## src/rtl/ps2_scan_rx.sv

```systemverilog
// PS/2 device-to-host receiver: synchronizes and filters ps2c/ps2d, deserializes
// 11-bit frames and emits checked scan codes; bad or stalled frames are dropped.
module ps2_scan_rx #(
  parameter int FILTER_LEN     = 8,
  parameter int TIMEOUT_CYCLES = 50000
) (
  input  logic       clk,
  input  logic       reset,
  input  logic       ps2c,
  input  logic       ps2d,
  input  logic       rx_en,
  output logic [7:0] scan_code,
  output logic       scan_done_tick,
  output logic       parity_err,
  output logic       frame_err,
  output logic       busy
);

  // state | meaning
  // IDLE  | waiting for a start bit (only at a frame boundary)
  // DATA  | shifting data, parity and stop bits
  // CHECK | one cycle to validate stop/parity and emit exactly one pulse
  typedef enum logic [1:0] {IDLE, DATA, CHECK} state_t;

  localparam int WD_W = $clog2(TIMEOUT_CYCLES + 1);

  state_t                  state_q, state_d;
  logic                    ps2c_meta_q, ps2c_meta_d, ps2c_sync_q, ps2c_sync_d;
  logic                    ps2d_meta_q, ps2d_meta_d, ps2d_sync_q, ps2d_sync_d;
  logic [FILTER_LEN-1:0]   filt_q, filt_d;
  logic                    fclk_q, fclk_d;
  logic [3:0]              pos_q, pos_d;
  logic [9:0]              shift_q, shift_d;
  logic [WD_W-1:0]         wdog_q, wdog_d;
  logic [7:0]              scan_code_q, scan_code_d;
  logic                    tick_q, tick_d, perr_q, perr_d, ferr_q, ferr_d, busy_q, busy_d;
  logic                    fall, expire;

  assign fall   = fclk_q & ~(|filt_q);
  assign expire = (wdog_q == WD_W'(1));

  always_comb begin
    ps2c_meta_d = ps2c;
    ps2c_sync_d = ps2c_meta_q;
    ps2d_meta_d = ps2d;
    ps2d_sync_d = ps2d_meta_q;
    filt_d      = {filt_q[FILTER_LEN-2:0], ps2c_sync_q};
    fclk_d      = fclk_q;
    if (&filt_q)        fclk_d = 1'b1;
    else if (~(|filt_q)) fclk_d = 1'b0;

    wdog_d = wdog_q;
    if (fall)                   wdog_d = WD_W'(TIMEOUT_CYCLES);
    else if (wdog_q != '0)      wdog_d = wdog_q - WD_W'(1);

    // Line position tracks frame boundaries even while disabled, so a frame
    // already in flight when rx_en rises is skipped up to its stop edge.
    pos_d = pos_q;
    if (fall) begin
      if (pos_q == 4'd0)       pos_d = ps2d_sync_q ? 4'd0 : 4'd1;
      else if (pos_q == 4'd10) pos_d = 4'd0;
      else                     pos_d = pos_q + 4'd1;
    end else if (expire) begin
      pos_d = 4'd0;
    end

    state_d     = state_q;
    shift_d     = shift_q;
    scan_code_d = scan_code_q;
    tick_d      = 1'b0;
    perr_d      = 1'b0;
    ferr_d      = 1'b0;
    case (state_q)
      IDLE: begin
        if (fall && rx_en && pos_q == 4'd0) begin
          if (!ps2d_sync_q) begin
            state_d = DATA;
            shift_d = '0;
          end else begin
            ferr_d = 1'b1;
          end
        end
      end
      DATA: begin
        if (fall) begin
          shift_d = {ps2d_sync_q, shift_q[9:1]};
          if (pos_q == 4'd10) state_d = CHECK;
        end else if (expire) begin
          state_d = IDLE;
          ferr_d  = 1'b1;
        end
      end
      CHECK: begin
        state_d = IDLE;
        if (shift_q[9] && (^shift_q[8:0])) begin
          scan_code_d = shift_q[7:0];
          tick_d      = 1'b1;
        end else if (!shift_q[9]) begin
          ferr_d = 1'b1;
        end else begin
          perr_d = 1'b1;
        end
      end
      default: state_d = IDLE;
    endcase

    if (!rx_en) begin
      state_d     = IDLE;
      scan_code_d = scan_code_q;
      tick_d      = 1'b0;
      perr_d      = 1'b0;
      ferr_d      = 1'b0;
    end
    busy_d = (state_d == DATA);
  end

  always_ff @(posedge clk or posedge reset) begin
    if (reset) begin
      state_q     <= IDLE;
      ps2c_meta_q <= 1'b1;
      ps2c_sync_q <= 1'b1;
      ps2d_meta_q <= 1'b1;
      ps2d_sync_q <= 1'b1;
      filt_q      <= '1;
      fclk_q      <= 1'b1;
      pos_q       <= '0;
      shift_q     <= '0;
      wdog_q      <= '0;
      scan_code_q <= 8'h00;
      tick_q      <= 1'b0;
      perr_q      <= 1'b0;
      ferr_q      <= 1'b0;
      busy_q      <= 1'b0;
    end else begin
      state_q     <= state_d;
      ps2c_meta_q <= ps2c_meta_d;
      ps2c_sync_q <= ps2c_sync_d;
      ps2d_meta_q <= ps2d_meta_d;
      ps2d_sync_q <= ps2d_sync_d;
      filt_q      <= filt_d;
      fclk_q      <= fclk_d;
      pos_q       <= pos_d;
      shift_q     <= shift_d;
      wdog_q      <= wdog_d;
      scan_code_q <= scan_code_d;
      tick_q      <= tick_d;
      perr_q      <= perr_d;
      ferr_q      <= ferr_d;
      busy_q      <= busy_d;
    end
  end

  assign scan_code      = scan_code_q;
  assign scan_done_tick = tick_q;
  assign parity_err     = perr_q;
  assign frame_err      = ferr_q;
  assign busy           = busy_q;

endmodule

```

## config.mk

```make
export PLATFORM = sky130hd
export DESIGN_NAME = ps2_scan_rx
export DESIGN_NICKNAME = d
export VERILOG_FILES = /design/src/rtl/ps2_scan_rx.sv
export SDC_FILE = /design/constraint.sdc
export NUM_CORES = 1
export LEC_CHECK = 0
export ABC_AREA = 1
export CORE_MARGIN = 2
export CORE_UTILIZATION = 25
export CTS_CLUSTER_SIZE = 12
export DETAILED_ROUTE_END_ITERATION = 16
export DONT_BUFFER_PORTS = 1
export GPL_TIMING_DRIVEN = 1
export PLACE_DENSITY = 0.47
export RECOVER_POWER = 25
export SLEW_MARGIN = 10
export SYNTH_ARGS = -nofsm -noshare
export SYNTH_HDL_FRONTEND = slang
export SYNTH_SLANG_ARGS = --single-unit
```

## constraint.sdc

```tcl
create_clock -name clk -period 1.75 [get_ports clk]
set_clock_uncertainty 0.2 [all_clocks]
set_input_delay 0.2625 -clock clk [delete_from_list [all_inputs] [get_ports clk]]
set_output_delay 0.2625 -clock clk [all_outputs]
set_load 0.03 [all_outputs]
```

# Word-level counts from Yosys, hierarchy flattened
# Cells that the tools add are included.
# op_classes
n_addsub,2
n_eq_ne,9
mux,35
n_bitwise,2
reduce_logical,14
# op_table
operator,n
16-bit 2-to-1 mux,2
10-bit 2-to-1 mux,3
10-bit one-hot mux with 2 select lines,1
1-bit 2-to-1 mux,17
"16-bit by 1-bit == test with 1-bit output, second input constant",1
4-bit 2-to-1 mux,4
16-bit nonzero test,1
"16-bit by 1-bit subtractor with 16-bit output, second input constant",1
2-bit 2-to-1 mux,6
9-bit XOR reduction,1
8-bit AND reduction,1
8-bit OR reduction,1
"2-bit inequality test, second input constant",3
2-bit nonzero test,3
"4-bit by 1-bit adder with 4-bit output, second input constant",1
"2-bit by 1-bit == test with 1-bit output, second input constant",2
"4-bit == test, second input constant",1
4-bit zero test,1
2-bit one-hot mux with 2 select lines,1
4-bit AND reduction,1
1-bit logical AND,3
1-bit one-hot mux with 3 select lines,1
3-bit AND reduction,1
"2-bit == test, second input constant",1
other kinds (4),4
# word_totals
reg_bits,57
inputBits,5
out_inout_bits,12

# Logic depth before layout (Yosys ltp)
# Gate-level depths: netlist of run 1.
# logic_depth
ltp_word,9
ltp_mapped,10
mapped_depth_nobuf,10

# Least setup slack after synthesis of run 1
# Ideal clock, no wire load.
# synth_path
path_type,register to register
startpoint,register filt_q[5]
endpoint,register shift_q[5]
setup_time_ns,0.117
t_arrival_ns,1.275
required_ns,1.433
slack_ns,0.158
path_stages_with_launch,10
n_path_buf,1
path_cell_list,dfstp_2 nor2_1 nand2_1 nor2_2 nand2_2 buf_6 o22ai_4 nand2_4 nand2_1 nand2_1
# synth_via
elab_chain_cells,7
elab_cells_between_ends,8
classes_between,eq/ne (2); bitwise (2); reduce/logical (4)
# synth_rtl
item,line_no,rtl
"start, declared",30,"logic [FILTER_LEN-1:0] filt_q, filt_d;"
"start signal, assigned",140,filt_q <= filt_d;
8-bit OR reduction (*),39,assign fall = fclk_q & ~(|filt_q);
1-bit NOT (*),-,
1-bit AND (*),39,
1-bit logical AND (2 in series),75,if (fall && rx_en && pos_q == 4'd0) begin
2-bit inequality test (no line),-,
4-bit AND reduction (no line) (*),-,
"end signal, assigned",143,shift_q <= shift_d;
"end, declared",33,"logic [9:0] shift_q, shift_d;"
# Every way passes the cells marked *; elsewhere a longest branch is shown, timed or not.
# A chain may end at the register's enable or synchronous reset.

# Worst setup path in the final report of run 1
# layout_path
startpoint,register filt_q[4]
endpoint,register shift_q[2]
# The elaborated chain is that of the path after synthesis.

==> results.py, run 1 <==
metrics = {
    "run_status": {
        "outcome": "complete, no violations",
    },
    "logic_synthesis": {
        "synth_edf_count": 0,
        "yosys_warnings": 0,
        "syn_avg_cell_area_um2": 8.17,
        "synth.most_common_cell": "nand2_1",
        "async_flop_share_pct": 100,
        "yosysSeqAreaShare_pct": 51.0,
        "synth_seq_cells": 57,
        "syn_area_mm2": 0.00283,
        "synth-main-ff-cell": "dfrtp_1",
        "synth_cell_types": 29,
        "synth_top_cells_by_count": "94 x nand2_1, 48 x nor2_1, 44 x dfrtp_1",
        "synth_top_cell_by_area": "dfrtp_1",
        "synthCells": 346,
        "synth_nets": 357,
        "yosys-top-cells-area": "dfrtp_1 39%, nand2_1 12%, dfstp_2 12%, nor2_1 6.4%, inv_1 5.4%",
        "synth_top_area_share_pct": 39.0,
    },
    "setup_path": {
        "cp.arrival_ps": 1740,
        "slowest_delay_ps": 370,
        "required_ps": 1810,
        "slowest_stage": "dfstp_2",
        "end_kind": "flop",
        "critical_path_class": "reg -> reg",
        "path_buf_inv": 2,
        "crit_fanout": 5,
        "worst_setup_path_start_kind": "flop",
        "cp_top_family": "simple AND/OR/NAND/NOR gates",
        "path_cells": "nor2_2 -> nand2_2 -> nor2_4 -> nand2_2 -> buf_6 -> o22ai_4 -> buf_6 -> nand3_2 -> nand2_1",
    },
    "global_route": {
        "antenna_found_initial": 0,
        "overflow": 0,
        "grt_pass1_vias": 2189,
        "grt_first_pass_wirelength_um": 10400,
        "grt_usage_pct": 11.4,
        "grt_max_degree": 24,
    },
    "route": {
        "dr_total_vias": 2309,
        "ant_nets": 0,
        "drt-vias-per-instance": 4.36,
        "first_iter_violations": 76,
        "wl_um": 6290,
        "wl_per_cell_um": 11.9,
        "firstDrtPassIters": 4,
        "drcViolationCount": 0,
    },
    "sta": {
        "clock.fmax_mhz": 596,
        "setup_ws_ps": 73.4,
        "finalHoldViolCount": 0,
        "tns_ps": 0,
        "max_slew_margin_pct": 65.3,
        "finalCritPeriodShare_pct": 95.8,
        "rsz0062_at_grt": "true",
        "finalMaxSlewViolations": 0,
        "setup_viol": 0,
        "tightest_slew_ps": 520,
        "fin_crit_ps": 1680,
    },
    "floorplan": {
        "num_rows": 38,
        "core_area_mm2": 0.0109,
        "start_util_pct": 25.8,
        "die_area_mm2": 0.0122,
        "die-width_um": 110,
        "die_y_um": 110,
        "num_io_pins": 17,
    },
    "clock_tree": {
        "clock_path_buffers": 2,
        "htree_levels": 3,
        "cts_tree": "yes",
        "numCtsBuffers": 9,
        "root_buffer": "clkbuf_16",
        "cts_num_sinks": 57,
        "clkLatencyLatePin_ps": 330,
        "clkSlewWorstSetupHoldPaths_ps": 60,
    },
    "final_layout": {
        "drive_gt1_share_pct": 23.1,
        "synthToLayoutAreaGrowth_pct": 30.3,
        "design_area_mm2": 0.00368,
        "fin_util_pct": 33.7,
        "final_nets": 395,
        "nFillCells": 1163,
        "diodes": 0,
    },
    "power_and_ir_drop": {
        "total_power_mw": 4.65,
        "p_sw_share_pct": 29.6,
        "power.leakage_nw": 1.77,
        "power_switching_mw": 1.38,
        "p_int_mw": 3.27,
        "ir_worst_vdd_mv": 0.499,
        "pwr_density_cell_mw_per_mm2": 1260,
        "p_clk_share_pct": 40.7,
        "p_comb_share_pct": 22.3,
        "seqPwrFrac_pct": 37.0,
    },
    "placed_design": {
        "dpl.hpwl_um": 4470,
        "io_buffers": 0,
        "place_congestion": 0.790,
        "placed_area_mm2": 0.00318,
        "place_ws_ps": 14.8,
    },
    "run": {
        "maxCapViolCount": 0,
    },
    "worst_hold_path": {
        "hold_path.class": "in -> reg",
    },
}
## metrics by stage
stage                     instances  hold slack (ps)
final                           529             11.2
after global routing            529             47.4
after CTS                       526             10.3
after detailed placement        506             7.30
after global placement          506             7.18
after floorplan                 346             67.0
## flip-flops by register name (all words and copies together) (netlist names)
| register | flops |
|---|---|
| ps2c_meta_q | 1 |
| pos_q | 4 |
| ps2c_sync_q | 1 |
| wdog_q | 16 |
| scan_code | 8 |
| parity_err | 1 |
| fclk_q | 1 |
| ps2d_sync_q | 1 |
| shift_q | 10 |
| ps2d_meta_q | 1 |
| frame_err | 1 |
| busy | 1 |
| state_q | 2 |
| scan_done_tick | 1 |
| filt_q | 8 |
## layer usage
metal  part of all wire (%)  track usage, %  up-vias  wire, um
met5                      0               0        -         0
met4                    1.6            4.02        0        98
met3                    4.4            3.94       12       275
met2                     46            18.1       31      2880
li1                       -               -     1187         -
met1                     48            14.3     1079      3040
## what timing repair did
item,CTS,global route
gates resized for setup,0,34
setup endpoints to repair,0,34
hold buffers,4,0
setup buffers,0,2
endpoints found under the hold margin,32,0
## power by group through the flow
stage               clock network, mW  logic [mW]  registers (mW)
floorplan                           0       0.616            1.71
global placement                    0       0.982            1.73
detailed placement                  0       0.977            1.73
CTS                              1.96       0.994            1.71
global route                     2.01        1.20            1.75
finish                           1.89        1.04            1.72
## cells by family (layout without fill, tap and decap cells)
family          count (synthesis)  count (layout)  share of synthesized area, %
xor+xnor                        9               9                          2.79
buf+inv                        46              88                          6.42
compound gates                 22              22                          4.74
flops                          57              57                          51.0
fa+ha+maj                       6               6                          2.66
simple gates                  206             207                          32.4
## worst register-to-register path, delay by kind of cell (launching register included)
family / cells / cell delay (ps)
AND/OR/NAND/NOR: 6 / 520
flip-flops: 1 / 370
buffers and inverters: 2 / 300
AO/OA/AOI/OAI: 1 / 230
## cell type report
type / instances / area, um^2 / share of cell area, %
Tap cell: 140 / 175 / 4.76
Inverter: 44 / 169 / 4.59
Sequential cell: 57 / 1440 / 39.2
Timing Repair Buffer: 28 / 256 / 6.97
Multi-Input combinational cell: 244 / 1320 / 35.7
Clock buffer: 11 / 243 / 6.59
Clock inverter: 5 / 78.8 / 2.14
## cells in the final DEF (no fill, tap or decap), drive strengths merged, types with 9 or more instances in the layout
master  count
dfrtp      44
nand4      15
o21ai       9
nand2      99
clkbuf     11
buf        24
dfstp      13
nor2       52
nand3      30
inv        42
## path summary, 6_finish.rpt
kind	from	endpoint	slack (ps)	cells after the start
hold / removal	rx_en	frame_err$_DFF_PP0_	10	4
hold reg to reg	ps2c_sync_q$_DFF_PP1_	filt_q[0]$_DFF_PP1_	150	0
setup / recovery	filt_q[4]$_DFF_PP1_	shift_q[2]$_DFFE_PP0P_	70	9
setup reg to reg	filt_q[4]$_DFF_PP1_	shift_q[2]$_DFFE_PP0P_	70	9
max in group asynchronous	reset	ps2d_sync_q$_DFF_PP1_	530	3
min in group asynchronous	reset	pos_q[3]$_DFFE_PP0P_	260	2
No activity file was read; power rests on OpenSTA's default activity.
==> run 2, diff against run 1 <==
--- a/config.mk
+++ b/config.mk
@@ -14,6 +14,7 @@
 export GPL_TIMING_DRIVEN = 1
 export PLACE_DENSITY = 0.47
 export RECOVER_POWER = 25
+export SETUP_SLACK_MARGIN = 0.5
 export SLEW_MARGIN = 10
 export SYNTH_ARGS = -nofsm -noshare
 export SYNTH_HDL_FRONTEND = slang
==> run 2 against run 1 <==
Against the previous run: sequential share of layout area decreased by 6.2 points; count of clock-buffer cells in the layout unchanged; die area unchanged; setup slack got worse by 11 ps; fmax decreased by 0.67%; non-clock buffer count increased by 42; design area increased by 20%; register-to-register slack about the same; critical path type unchanged; utilization increased by 6.7 points; sequential power about the same; largest power group unchanged.
==> results.py, run 2 (synthesized netlist as in run 1, its figures left out) <==
metrics = {
    "route": {
        "drcViolationCount": 0,
        "firstDrtPassIters": 4,
        "wl_per_cell_um": 13.0,
        "dr_total_vias": 2552,
        "ant_nets": 0,
        "wl_um": 7460,
        "first_iter_violations": 72,
        "drt-vias-per-instance": 4.45,
    },
    "placed_design": {
        "io_buffers": 0,
        "place_congestion": 0.785,
        "dpl.hpwl_um": 4620,
    },
    "final_layout": {
        "largest_register_ffs": 16,
        "largest_registers": "wdog_q x16, shift_q x10",
        "fin_util_pct": 40.4,
        "synthToLayoutAreaGrowth_pct": 56.3,
        "final_cell_mix": "71 x nand2_1, 48 x buf_4, 31 x dfrtp_1, 30 x inv_1, 29 x nor2_1",
        "final_nets": 440,
        "nFillCells": 1097,
        "layout_commonest_cell": "nand2_1",
        "drive_gt1_share_pct": 50.7,
        "regMostFlops": "wdog_q",
        "diodes": 0,
    },
    "sta": {
        "finalHoldViolCount": 0,
        "fin_crit_ps": 1690,
        "max_slew_margin_pct": 62.7,
        "finalMaxSlewViolations": 0,
        "setup_viol": 0,
        "rsz0062_at_grt": "true",
        "tightest_slew_ps": 557,
        "finalCritPeriodShare_pct": 96.4,
        "tns_ps": 0,
        "clock.fmax_mhz": 592,
    },
    "power_and_ir_drop": {
        "pwr_density_cell_mw_per_mm2": 1120,
        "power.leakage_nw": 2.04,
        "ir_worst_vdd_mv": 0.520,
    },
    "run": {
        "maxCapViolCount": 0,
    },
    "floorplan": {
        "die-width_um": 110,
        "die_area_mm2": 0.0122,
        "num_rows": 38,
        "start_util_pct": 25.8,
        "core_area_mm2": 0.0109,
        "die_y_um": 110,
        "num_io_pins": 17,
    },
    "clock_tree": {
        "htree_levels": 3,
        "root_buffer": "clkbuf_16",
        "clkSlewWorstSetupHoldPaths_ps": 50,
        "cts_num_sinks": 57,
        "clock_path_buffers": 2,
        "cts_tree": "yes",
        "clkLatencyLatePin_ps": 330,
        "numCtsBuffers": 9,
    },
    "global_route": {
        "use_met1_pct": 16.6,
        "grtUsageMet3_pct": 3.64,
        "grt_max_degree": 48,
        "grt_pass1_vias": 2584,
        "overflow": 0,
        "antenna_found_initial": 0,
        "top_usage_layer": "met2",
        "grt_first_pass_wirelength_um": 12400,
        "grt_usage_pct": 13.5,
        "met2_usage_pct": 22.3,
    },
    "setup_path": {
        "required_ps": 1820,
        "end_kind": "flop",
        "critical_path_class": "reg -> reg",
        "crit_fanout": 5,
        "cp.arrival_ps": 1760,
        "worst_setup_path_start_kind": "flop",
    },
    "worst_hold_path": {
        "hold_path.class": "in -> reg",
    },
    "run_status": {
        "outcome": "complete, no violations",
    },
}
==> run 2: critical path: stages (launching register included) <==
cell	delay, ps
dfstp_2	360
nor2_1	90
nand2_1	80
nor2_2	130
nand2_2	90
buf_6	120
o22ai_4	230
buf_6	170
nand3_1	90
nand2_1	70
==> run 2: final cells by class <==
type | instances | area (um^2) | share of cell area, %
Clock inverter | 5 | 32.5 | 0.737
Clock buffer | 11 | 275 | 6.23
Sequential cell | 57 | 1460 | 33.0
Multi-Input combinational cell | 247 | 1690 | 38.2
Inverter | 44 | 170 | 3.85
Timing Repair Buffer | 70 | 618 | 14.0
Tap cell | 140 | 175 | 3.97
==> run 2: worst paths after layout <==
kind / end / from / slack [ps] / cells past startpoint
max in group asynchronous: ps2d_sync_q$_DFF_PP1_ / reset / 480 / 3
worst max register to register: shift_q[7]$_DFFE_PP0P_ / filt_q[2]$_DFF_PP1_ / 60 / 9
worst min register to register: ps2c_sync_q$_DFF_PP1_ / ps2c_meta_q$_DFF_PP1_ / 160 / 0
worst max-delay path: shift_q[7]$_DFFE_PP0P_ / filt_q[2]$_DFF_PP1_ / 60 / 9
min in group asynchronous: scan_code[7]$_DFFE_PP0P_ / reset / 210 / 2
worst min-delay path: frame_err$_DFF_PP0_ / rx_en / 70 / 4
==> run 2: through the flow <==
stage	setup WS [ps]	cell area (um^2)	total power, mW	cells	hold slack, ps
2_1_floorplan	158	2890	2.38	346	67.0
3_3_place_gp	60.3	3240	2.71	507	-105
3_5_place_dp	22.6	3240	2.71	507	-100
4_1_cts	77.8	4230	4.85	569	47.9
5_1_grt	-52.2	4420	5.26	574	83.6
6_report	62.1	4420	4.97	574	72.7
==> run 2: repair_timing <==
action,in CTS,in global routing
gates cloned,3,1
buffers inserted,39,4
endpoints found under the hold margin,51,0
hold buffers,4,0
pin swaps,41,31
setup endpoints to repair,56,56
resized for setup,93,39
==> run 2: per-layer routing <==
| metal | up-vias | routed length (um) | part of all wire (%) |
|---|---|---|---|
| met5 | - | 0 | 0 |
| met4 | 0 | 121 | 1.6 |
| met3 | 13 | 244 | 3.3 |
| met2 | 35 | 3760 | 50 |
| met1 | 1208 | 3330 | 45 |
| li1 | 1296 | - | - |
==> run 2: power by group <==
part,switching [mW],total [mW],internal (mW)
registers,0.199,1.74,1.54
logic,0.791,1.46,0.674
clock network,0.635,1.76,1.13
total,1.62,4.97,3.34
==> patch, RTL diff (config.mk and constraints of run 2) <==
Set the parameter `TIMEOUT_CYCLES` to 12500 (it was 50000).
--- a/src/rtl/ps2_scan_rx.sv
+++ b/src/rtl/ps2_scan_rx.sv
@@ -3,5 +3,5 @@
 module ps2_scan_rx #(
   parameter int FILTER_LEN     = 8,
-  parameter int TIMEOUT_CYCLES = 50000
+  parameter int TIMEOUT_CYCLES = 12500
 ) (
   input  logic       clk,
Check against the original RTL: same outputs for any inputs over 10 cycles, from zero or initial values and one cycle with reset high; that may be too few to reach the edited logic, so the function may still have changed.
==> patch against run 2 <==
- the run now ends with negative hold slack left
- largest power group is now combinational cells
- maximum frequency up 3.7%
- sequential cell count down 2
- power down 15%
- wire length down 4.3%
- synthesized cell count down 8.1%
- largest cell class unchanged
- area after synthesis down 5.4%
- design area down 5.1%
- critical path type unchanged
- worst setup slack better by 60 ps
==> patch: results (changes against run 2) <==
- Layout filler cell count: 1,036 (-5.6%)
- Share of cells above drive strength 1: 0.516 (+0.00906)
- Fin Hold WS: -124 ps (-197 ps)
- RR Endpoint: wdog_q[1]
- DRT Wirelength: 7140 um (-4.3%)
- Combinational share of power: 0.403 (+0.108)
- DP HPWL: 4300 um (-6.8%)
- Switching share of power: 0.339 (+0.0115)
- Number of multi-input logic gates: 227 (-8.1%)
- Skew-Pair Late Insertion Delay: 310 ps (-20 ps)
- FF-to-FF setup slack: 120 ps (+60 ps)
- Violated checks: negative hold slack
- Syn Nets: 329 (-7.8%)
- Hold Fails Final Rpt: 4 (+4)
- Vias in the first global route: 2,478 (-4.1%)
- Area taken by multi-input logic gates: 1630 um2 (-3.6%)
- DP Area: 3090 um2 (-4.8%)
- DRT iter0 DRCs: 83 (+15%)
- Clock Tree Root: clkbuf_8
- Gp weighted congestion: 0.768 (-2.2%)
- Area contributors post-synth: dfrtp_1 39%, dfstp_2 13%, nand2_1 12%
- Relative slew slack: 0.606 (-0.0205)
- Top Registers: wdog_q: 14 flops, shift_q: 10 flops
- Delay-heaviest family, CP: flip-flops
- Seq/Total Area, Yosys: 0.521 (+0.0107)
- Clock-cell share: 0.0281 (-0.0416)
- Worst hold path depth: 2 (-2)
- Status: finished, violations left
- Worst R2R Start: filt_q[3]
- Largest net degree at the start of global routing: 25 (-48%)
- H-tree Lvls: 2 (-1)
- # Post-CTS Setup Buffers: 35 (-10%)
- Clock buffers: 6 (-5)
==> patch: per-stage QoR <==
stage	power (mW)	worst slack (ps)	hold WS, ps	std cells	utilization
after floorplan	2.27	184	67.0	318	-
after global placement	2.53	67.5	-1.59	474	0.298
after detailed placement	2.54	47.3	-2.19	474	0.298
after CTS	3.89	93.3	-125	524	0.363
after global routing	4.45	22.5	-120	543	0.404
final	4.21	122	-124	543	0.404
==> patch: per-layer routing <==
layer / routed length, um / vias to the layer above / GRT usage
met2: 3750 / 25 / 0.221
met1: 3110 / 1199 / 0.154
met3: 183 / 8 / 0.0230
li1: - / 1212 / -
met4: 102 / 0 / 0.0330
met5: 0 / - / 0
==> patch: kinds of logic (layout without fill, tap and decap cells) <==
family / Yosys count / in the layout / share of synthesized area
AOI/OAI and AO/OA: 24 / 24 / 0.0548
adders and majority gates: 6 / 6 / 0.0281
and+or+nand+nor: 185 / 189 / 0.310
xor gates and xnor gates: 8 / 8 / 0.0262
DFF: 55 / 55 / 0.521
buffers and inverters: 40 / 125 / 0.0595
